===== src/rtl/ring_arb_pkg.sv =====
// Shared types and one-hot helpers for the round-robin ring arbiter.
// Helpers work on 32-bit vectors; callers size-cast to their own width.
package ring_arb_pkg;

  typedef enum logic {
    IDLE,
    GRANT
  } state_t;

  localparam int N_DEF        = 4;
  localparam int MAX_HOLD_DEF = 8;

  function automatic int onehot2idx(input logic [31:0] oh);
    int idx;
    idx = 0;
    for (int i = 0; i < 32; i++) begin
      if (oh == (32'd1 << i)) idx = i;
    end
    return idx;
  endfunction

  // Rotate within the low n bits, so bit n-1 wraps to bit 0.
  function automatic logic [31:0] rotl1(input logic [31:0] oh, input int n);
    logic [31:0] mask;
    mask = (n >= 32) ? '1 : ((32'd1 << n) - 32'd1);
    return ((oh << 1) | (oh >> (n - 1))) & mask;
  endfunction

endpackage


===== src/rtl/ring_pick.sv =====
// Rotating priority picker: first set req bit at or above the one-hot ptr,
// wrapping to the lowest set bit when nothing at or above ptr is requesting.
module ring_pick
  import ring_arb_pkg::*;
#(
  parameter int N = N_DEF
) (
  input  logic [N-1:0] req,
  input  logic [N-1:0] ptr,
  output logic [N-1:0] win,
  output logic         valid
);

  logic [N-1:0] hi_mask;
  logic [N-1:0] req_hi;

  // ptr is one-hot, so ~(ptr-1) selects ptr and every bit above it.
  assign hi_mask = ~(ptr - N'(1));
  assign req_hi  = req & hi_mask;
  assign win     = (|req_hi) ? (req_hi & (~req_hi + N'(1)))
                             : (req & (~req + N'(1)));
  assign valid   = |req;

endmodule


===== src/rtl/ring_arbiter.sv =====
// Round-robin ring arbiter with a per-owner hold limit and registered one-hot grant.
// state | meaning: IDLE | no owner, outputs zero; GRANT | gnt holds current owner
module ring_arbiter
  import ring_arb_pkg::*;
#(
  parameter int  N        = N_DEF,
  parameter int  MAX_HOLD = MAX_HOLD_DEF,
  localparam int HW       = $clog2(MAX_HOLD + 1),
  localparam int IW       = $clog2(N)
) (
  input  logic          c,
  input  logic          r,
  input  logic [N-1:0]  req,
  output logic [N-1:0]  gnt,
  output logic [IW-1:0] gnt_id,
  output logic          busy,
  output logic [N-1:0]  ptr
);

  state_t        state;
  logic [HW-1:0] hold_cnt;
  logic          owner_req;
  logic          release_own;
  logic          win_valid;
  logic [N-1:0]  ptr_rot;
  logic [N-1:0]  ptr_arb;
  logic [N-1:0]  win;
  logic [IW-1:0] win_id;

  assign owner_req   = |(req & gnt);
  assign release_own = (state == GRANT) && (!owner_req || (hold_cnt == HW'(MAX_HOLD)));
  assign ptr_rot     = N'(rotl1(32'(gnt), N));
  // On release the re-arbitration already uses the advanced token.
  assign ptr_arb     = release_own ? ptr_rot : ptr;
  assign win_id      = IW'(onehot2idx(32'(win)));

  ring_pick #(.N(N)) u_pick (
    .req  (req),
    .ptr  (ptr_arb),
    .win  (win),
    .valid(win_valid)
  );

  always_ff @(posedge c or negedge r) begin
    if (!r) begin
      state    <= IDLE;
      gnt      <= '0;
      gnt_id   <= '0;
      busy     <= 1'b0;
      hold_cnt <= '0;
      ptr      <= N'(1);
    end else begin
      case (state)
        IDLE: begin
          if (win_valid) begin
            gnt      <= win;
            gnt_id   <= win_id;
            busy     <= 1'b1;
            hold_cnt <= HW'(1);
            state    <= GRANT;
          end
        end
        GRANT: begin
          if (!release_own) begin
            hold_cnt <= hold_cnt + HW'(1);
          end else begin
            ptr <= ptr_rot;
            if (win_valid) begin
              gnt      <= win;
              gnt_id   <= win_id;
              hold_cnt <= HW'(1);
            end else begin
              gnt      <= '0;
              gnt_id   <= '0;
              busy     <= 1'b0;
              hold_cnt <= '0;
              state    <= IDLE;
            end
          end
        end
        default: state <= IDLE;
      endcase
    end
  end

endmodule


===== config.mk =====
export PLATFORM = sky130hd
export DESIGN_NAME = ring_arbiter
export DESIGN_NICKNAME = d
export VERILOG_FILES = /design/src/rtl/ring_arb_pkg.sv /design/src/rtl/ring_pick.sv /design/src/rtl/ring_arbiter.sv
export SDC_FILE = /design/constraint.sdc
export NUM_CORES = 1
export LEC_CHECK = 0
export ABC_AREA = 0
export CORE_MARGIN = 8
export CORE_UTILIZATION = 37
export CTS_CLUSTER_DIAMETER = 200
export DETAILED_ROUTE_END_ITERATION = 16
export MAX_ROUTING_LAYER = met4
export SLEW_MARGIN = 20
export SYNTH_ARGS = -nofsm -noshare
export SYNTH_HDL_FRONTEND = slang
export SYNTH_SLANG_ARGS = --single-unit

===== constraint.sdc =====
create_clock -name c -period 3.94 [get_ports c]
set_clock_uncertainty 0.1 [all_clocks]
set_input_delay 0.394 -clock c [delete_from_list [all_inputs] [get_ports c]]
set_output_delay 0.394 -clock c [all_outputs]
set_load 0.01 [all_outputs]

==> results.json, run 1 <==
{
  "status": "complete, no violations",
  "setup_viol": 0,
  "combinationalPowerShare_pct": 60.5,
  "synth.distinct_cells": 40,
  "hold_ws_ns": 0.3945,
  "dpl.hpwl_um": 1808,
  "numCtsBuffers": 3,
  "dr.first_iter.drc_count": 25,
  "p_switching_uw": 379.1,
  "maxSlewHeadroom_pct": 51.50,
  "seq_area_frac_synth_pct": 39.15,
  "holdBufCountCts": 0,
  "pwr-share-seq_pct": 30.0,
  "synth_nets": 113,
  "synthCells": 103,
  "pre_cts_slack_ns": 0.1539,
  "ir_drop_v": 0.0003842,
  "tightest_slew_ns": 0.7252,
  "cts_tree": "built",
  "max_clock_freq_mhz": 285.8,
  "track_usage_pct": 11.61,
  "p_int_uw": 570.0,
  "postLayoutCellArea_um2": 1261,
  "cp_common_cell": "nand2_1",
  "worst_path_max_delay_cell": "clkdlybuf4s50_1",
  "placed_area_um2": 1235,
  "p_leak_nw": 0.5923,
  "h-tree-depth": 1,
  "vias": 832,
  "dieHeight_um": 68.66,
  "p_total_uw": 949.2,
  "slew_violations": 0,
  "rsz0062_at_grt": "false",
  "ys.warnings.count": 0,
  "clockBufferDepth": 2,
  "grt_max_degree": 17,
  "drtAntennaViolNets": 0,
  "finalWorstSetupSlack_ns": 0.4411,
  "finalNetCount": 134,
  "syn_area_um2": 1026,
  "mostFrequentLayoutCell": "clkdlybuf4s50_1",
  "pwr-share-clk_pct": 9.5,
  "fin_crit_sh_pct": 88.80,
  "vias_per_cell": 5.403,
  "hold_violations": 0,
  "dr_wl_met2_um": 1088,
  "top_layer_used": "met4",
  "grt_pass1_wl_um": 4077,
  "num_rows": 19,
  "cap_violations": 0,
  "wl_per_cell_um": 15.12,
  "dieArea_um2": 4714,
  "min_period_ns": 3.499,
  "drc": 0,
  "area_delta_synth_final_pct": 22.93,
  "first_global_vias": 887,
  "ys_async_sr_fraction_pct": 100.0,
  "worstPathArrival_ns": 3.63,
  "finalSetupTns_ns": 0,
  "overflow": 0,
  "wl_met1_um": 1086,
  "synth.top_cell.area_share_pct": 36.59,
  "cts_setup_buffers": 0,
  "synth_seq_cells": 16,
  "cp_max_fo": 6,
  "io_buffers": 16,
  "max_stage_delay_ns": 0.49,
  "antenna_cells": 0,
  "cts_root_buffer": "clkbuf_4",
  "initial_core_util_pct": 38.19,
  "cp.required_ns": 4.07,
  "swShare_pct": 39.94,
  "io_pins": 17,
  "drt_wl_total_um": 2328,
  "end_kind": "register",
  "synth_top_flop_cell": "dfrtp_1",
  "drtPass1Iterations": 4,
  "antenna_found_initial": 0,
  "drive_gt1_share_pct": 17.89,
  "synth_area_leaders": "dfrtp_1 37%, ha_1 4.9%, a22o_4 3.4%",
  "cts.repair.resized": 0,
  "core-area_um2": 2686,
  "avgSynthCellArea_um2": 9.961,
  "hold_class": "register to register",
  "mostFrequentLayoutCells": "16 x clkdlybuf4s50_1, 15 x dfrtp_1, 8 x inv_1, 8 x nor2_1, 8 x nand2_1",
  "power_density_nw_per_um2": 752.6,
  "wl_met3_um": 108,
  "clkSinkCount": 16,
  "cp_cell_sequence": "clkdlybuf4s50_1 > a22o_4 > o21ai_4 > nand2_1 > mux2_2 > inv_1 > ha_1 > nand3b_1 > a211oi_1 > nor4b_4 > nand2_1 > or4b_1 > o211ai_1 > a32o_2",
  "start_kind": "input port",
  "die_w_um": 68.66,
  "yosysTopAreaCell": "dfrtp_1",
  "gp_congestion": 0.8383,
  "synth_edf_count": 0,
  "clk-insertion-delay-late_ns": 0.29,
  "critPathKind": "input port to register",
  "clk_pin_slew_worst_paths_ns": 0.09
}
[registers in the layout, indices dropped and copies added (netlist names)]
| signal | flops |
|---|---|
| state | 1 |
| gnt | 4 |
| ptr | 4 |
| gnt_id | 2 |
| busy | 1 |
| hold_cnt | 4 |
[routing by layer]
layer | track usage, % | up-vias
li1 | - | 414
met1 | 12.86 | 400
met2 | 19.86 | 13
met3 | 1.939 | 5
met4 | 5.371 | 0
met5 | - | -
[synth_stat cells (3+ instances only)]
| cell | number |
|---|---|
| dfrtp_1 | 15 |
| inv_1 | 8 |
| mux2_2 | 3 |
| ha_1 | 4 |
| nor2_1 | 8 |
| nand2_1 | 8 |
| a21oi_1 | 5 |
| nor3_1 | 4 |
| nand3b_1 | 3 |
| nor2b_1 | 3 |
| xnor2_1 | 3 |
[final timing paths]
| check | from | to | slack, ns | cells past startpoint |
|---|---|---|---|---|
| max | req[2] | gnt_id[0] | 0.44 | 14 |
| max reg2reg | hold_cnt[0] | gnt_id[0] | 0.51 | 15 |
| min in group asynchronous | r | hold_cnt[1] | 0.43 | 1 |
| min reg2reg | gnt_id[1] | gnt_id[1] | 0.39 | 1 |
| max in group asynchronous | r | ptr[2] | 2.85 | 1 |
| min | gnt_id[1] | gnt_id[1] | 0.39 | 1 |
[critical path, delay by kind of cell]
family	cells	cell delay [ns]
buffers and inverters	2	0.55
and+or+nand+nor	5	0.93
AOI/OAI and AO/OA	5	1.22
muxes	1	0.30
adders and majority gates	1	0.24
[logic make-up after synthesis]
| kind of cell | after synthesis | share of synthesized area [%] |
|---|---|---|
| adders and majority gates | 4 | 4.878 |
| buffers and inverters | 11 | 4.145 |
| AOI/OAI and AO/OA | 26 | 21.71 |
| DFF | 16 | 39.15 |
| and+or+nand+nor | 38 | 22.44 |
| muxes | 4 | 4.268 |
| xor gates and xnor gates | 4 | 3.415 |
[area by class of cell]
class	instances	area (µm²)
well taps	31	38.79
inverters	8	30.03
multi-input cells	76	581.8
flip-flops and latches	16	401.6
clock buffers	4	26.28
fillers	261	1425
repair buffers	19	182.7
[through the flow]
stage	utilization (%)	instances
final	46.95	154
after detailed placement	45.97	150
after global placement	45.97	150
after floorplan	-	103
after global routing	46.95	154
after CTS	46.95	154
[power groups by stage]
stage                     Combinational (mW)  Clock, mW  Sequential, mW
final                                  0.574     0.0901           0.285
after CTS                              0.582     0.0938           0.286
after global routing                   0.641      0.100           0.293
after global placement                 0.572          0           0.287
after detailed placement               0.579          0           0.289
after floorplan                        0.380          0           0.292
Power figures use the tool's default switching activity.
==> run 2, diff against run 1 <==
--- a/config.mk
+++ b/config.mk
@@ -5,7 +5,7 @@
 export SDC_FILE = /design/constraint.sdc
 export NUM_CORES = 1
 export LEC_CHECK = 0
-export ABC_AREA = 0
+export ABC_AREA = 1
 export CORE_MARGIN = 8
 export CORE_UTILIZATION = 37
 export CTS_CLUSTER_DIAMETER = 200
==> run 2 against run 1 <==
Combinational power decreased by 8.4%. Area after synthesis decreased by 7.1%. Fmax increased by 52%. Largest cell class unchanged. Largest power group unchanged. Final cell count increased by 15%. Clock power increased by 3.9%. First-iteration DRC count increased by 8.0%. Non-clock buffer count decreased by 3.
==> results.json, run 2 <==
{
  "dpl.hpwl_um": 1712,
  "min_period_ns": 2.304,
  "grt_pass1_wl_um": 3567,
  "clockBufferDepth": 2,
  "critPathKind": "input port to register",
  "synth_top_flop_cell": "dfrtp_1",
  "drc": 0,
  "synth.distinct_cells": 23,
  "drtPass1Iterations": 6,
  "fin_crit_sh_pct": 58.47,
  "maxSlewHeadroom_pct": 51.78,
  "finalSetupTns_ns": 0,
  "vias_per_cell": 4.712,
  "dieArea_um2": 4457,
  "cts_tree": "built",
  "numCtsBuffers": 3,
  "crit_buf_inv": 3,
  "hold_ws_ns": 0.4124,
  "antenna_cells": 0,
  "synth_commonest_cells": "41 x nand2_1, 24 x inv_1, 15 x dfrtp_1",
  "max_stage_delay_ns": 0.47,
  "synth_edf_count": 0,
  "max_clock_freq_mhz": 434.1,
  "die_w_um": 66.76,
  "worstPathArrival_ns": 2.44,
  "area_delta_synth_final_pct": 22.97,
  "cp.required_ns": 4.07,
  "clk-insertion-delay-late_ns": 0.29,
  "gp_congestion": 0.8618,
  "cap_violations": 0,
  "cp_max_fo": 6,
  "ys.warnings.count": 0,
  "first_global_vias": 845,
  "avgSynthCellArea_um2": 7.449,
  "wl_per_cell_um": 11.85,
  "final_util_pct": 47.76,
  "tightest_slew_ns": 0.7210,
  "synth_area_leaders": "dfrtp_1 39%, nand2_1 16%, inv_1 9.4%",
  "reg.largest.list": "gnt (4), hold_cnt (4), ptr (4)",
  "h-tree-depth": 1,
  "ir_drop_v": 0.0004048,
  "clkSinkCount": 16,
  "start_kind": "input port",
  "cts_setup_buffers": 0,
  "io_buffers": 16,
  "p_leak_nw": 0.6303,
  "seq_area_um2": 401.6,
  "cp_common_cell": "nand2_1",
  "grt_max_degree": 17,
  "initial_core_util_pct": 38.84,
  "end_kind": "register",
  "mostFrequentLayoutCells": "41 x nand2_1, 24 x inv_1, 16 x clkdlybuf4s50_1, 15 x dfrtp_1, 13 x nand3_1",
  "cts_root_buffer": "clkbuf_4",
  "track_usage_pct": 10.49,
  "hold_class": "register to register",
  "worst_path_max_delay_cell": "clkdlybuf4s50_1",
  "core-area_um2": 2455,
  "vias": 834,
  "drive_gt1_share_pct": 11.56,
  "synth_nets": 138,
  "num_rows": 18,
  "status": "complete, no violations",
  "yosysMostFrequentCell": "nand2_1",
  "slew_violations": 0,
  "clk_pin_slew_worst_paths_ns": 0.10,
  "holdBufCountCts": 0,
  "setup_viol": 0,
  "yosysTopAreaCell": "dfrtp_1",
  "syn_area_um2": 953.4,
  "fillers": 252,
  "ys_async_sr_fraction_pct": 100.0,
  "rsz0062_at_grt": "false",
  "synth.top_cell.area_share_pct": 39.37,
  "overflow": 0,
  "drt_wl_total_um": 2098,
  "cts.repair.resized": 0,
  "cp_cell_sequence": "clkdlybuf4s50_1 > nand2_1 > nand2_1 > o21ai_4 > nand2_2 > nand2_1 > nand2_2 > ha_1 > nand2_1 > nand2_1 > inv_1 > nand2_1 > inv_2 > nand3_1 > nand2_1 > nand2_1 > nand2_1",
  "synthCells": 128,
  "mostFrequentLayoutCell": "nand2_1",
  "seq_area_frac_synth_pct": 42.13,
  "multi_input_area_um2": 442.9,
  "hold_violations": 0,
  "drtAntennaViolNets": 0,
  "power_density_nw_per_um2": 761.8,
  "synth_seq_cells": 16,
  "critical-path-top-delay-family": "simple AND/OR/NAND/NOR gates",
  "dr.first_iter.drc_count": 27,
  "io_pins": 17,
  "antenna_found_initial": 0,
  "dieHeight_um": 66.76,
  "finalNetCount": 158
}
## run 2: cell families after synthesis
| group | count (synthesis) | synth area share (%) |
|---|---|---|
| simple gates | 72 | 35.04 |
| buf+inv | 28 | 11.42 |
| flops | 16 | 42.13 |
| compound gates | 7 | 5.250 |
| fa+ha+maj | 4 | 5.250 |
| xor+xnor | 1 | 0.9188 |
## run 2: tightest hold or removal path: stages, from the launching register on
cell     delay, ns
dfrtp_1       0.36
nand2_1       0.05
o21ai_0       0.07
## run 2: through the flow
stage               total power [mW]  setup slack (ns)  std cells  cell area, µm²
floorplan                     0.6280             1.924        128           953.4
global placement              0.7981             1.342        173            1146
detailed placement            0.8107             1.307        173            1146
CTS                           0.9052             1.623        177            1172
global route                  0.9937             1.385        177            1172
finish                        0.8931             1.636        177            1172
## run 2: worst paths after layout
kind / from / end / slack [ns] / depth (start not counted)
max: req[0] / gnt_id[0] / 1.64 / 17
min: busy / busy / 0.41 / 2
max reg2reg: hold_cnt[0] / gnt_id[0] / 1.68 / 17
min reg2reg: busy / busy / 0.41 / 2
max in group asynchronous: r / gnt[1] / 2.86 / 1
min in group asynchronous: r / hold_cnt[1] / 0.43 / 1
## run 2: power breakdown
group | internal [mW] | leakage, nW | switching (mW)
clock | 0.0394 | 0.0150 | 0.0543
sequential | 0.228 | 0.199 | 0.0449
combinational | 0.220 | 0.417 | 0.306
total | 0.488 | 0.630 | 0.405
## run 2: cell type report
class | count | area share, %
inverters | 27 | 8.858
flip-flops and latches | 16 | 34.26
clock buffers | 4 | 2.241
multi-input cells | 84 | 37.78
well taps | 30 | 3.202
repair buffers | 16 | 13.66
## run 2: metal layers
metal	GRT usage (%)	part of all wire, %	up-vias
met4	3.200	0.81	0
met1	12.52	46	384
met3	2.181	4.7	4
met2	17.20	48	15
li1	-	-	431
met5	-	0	-
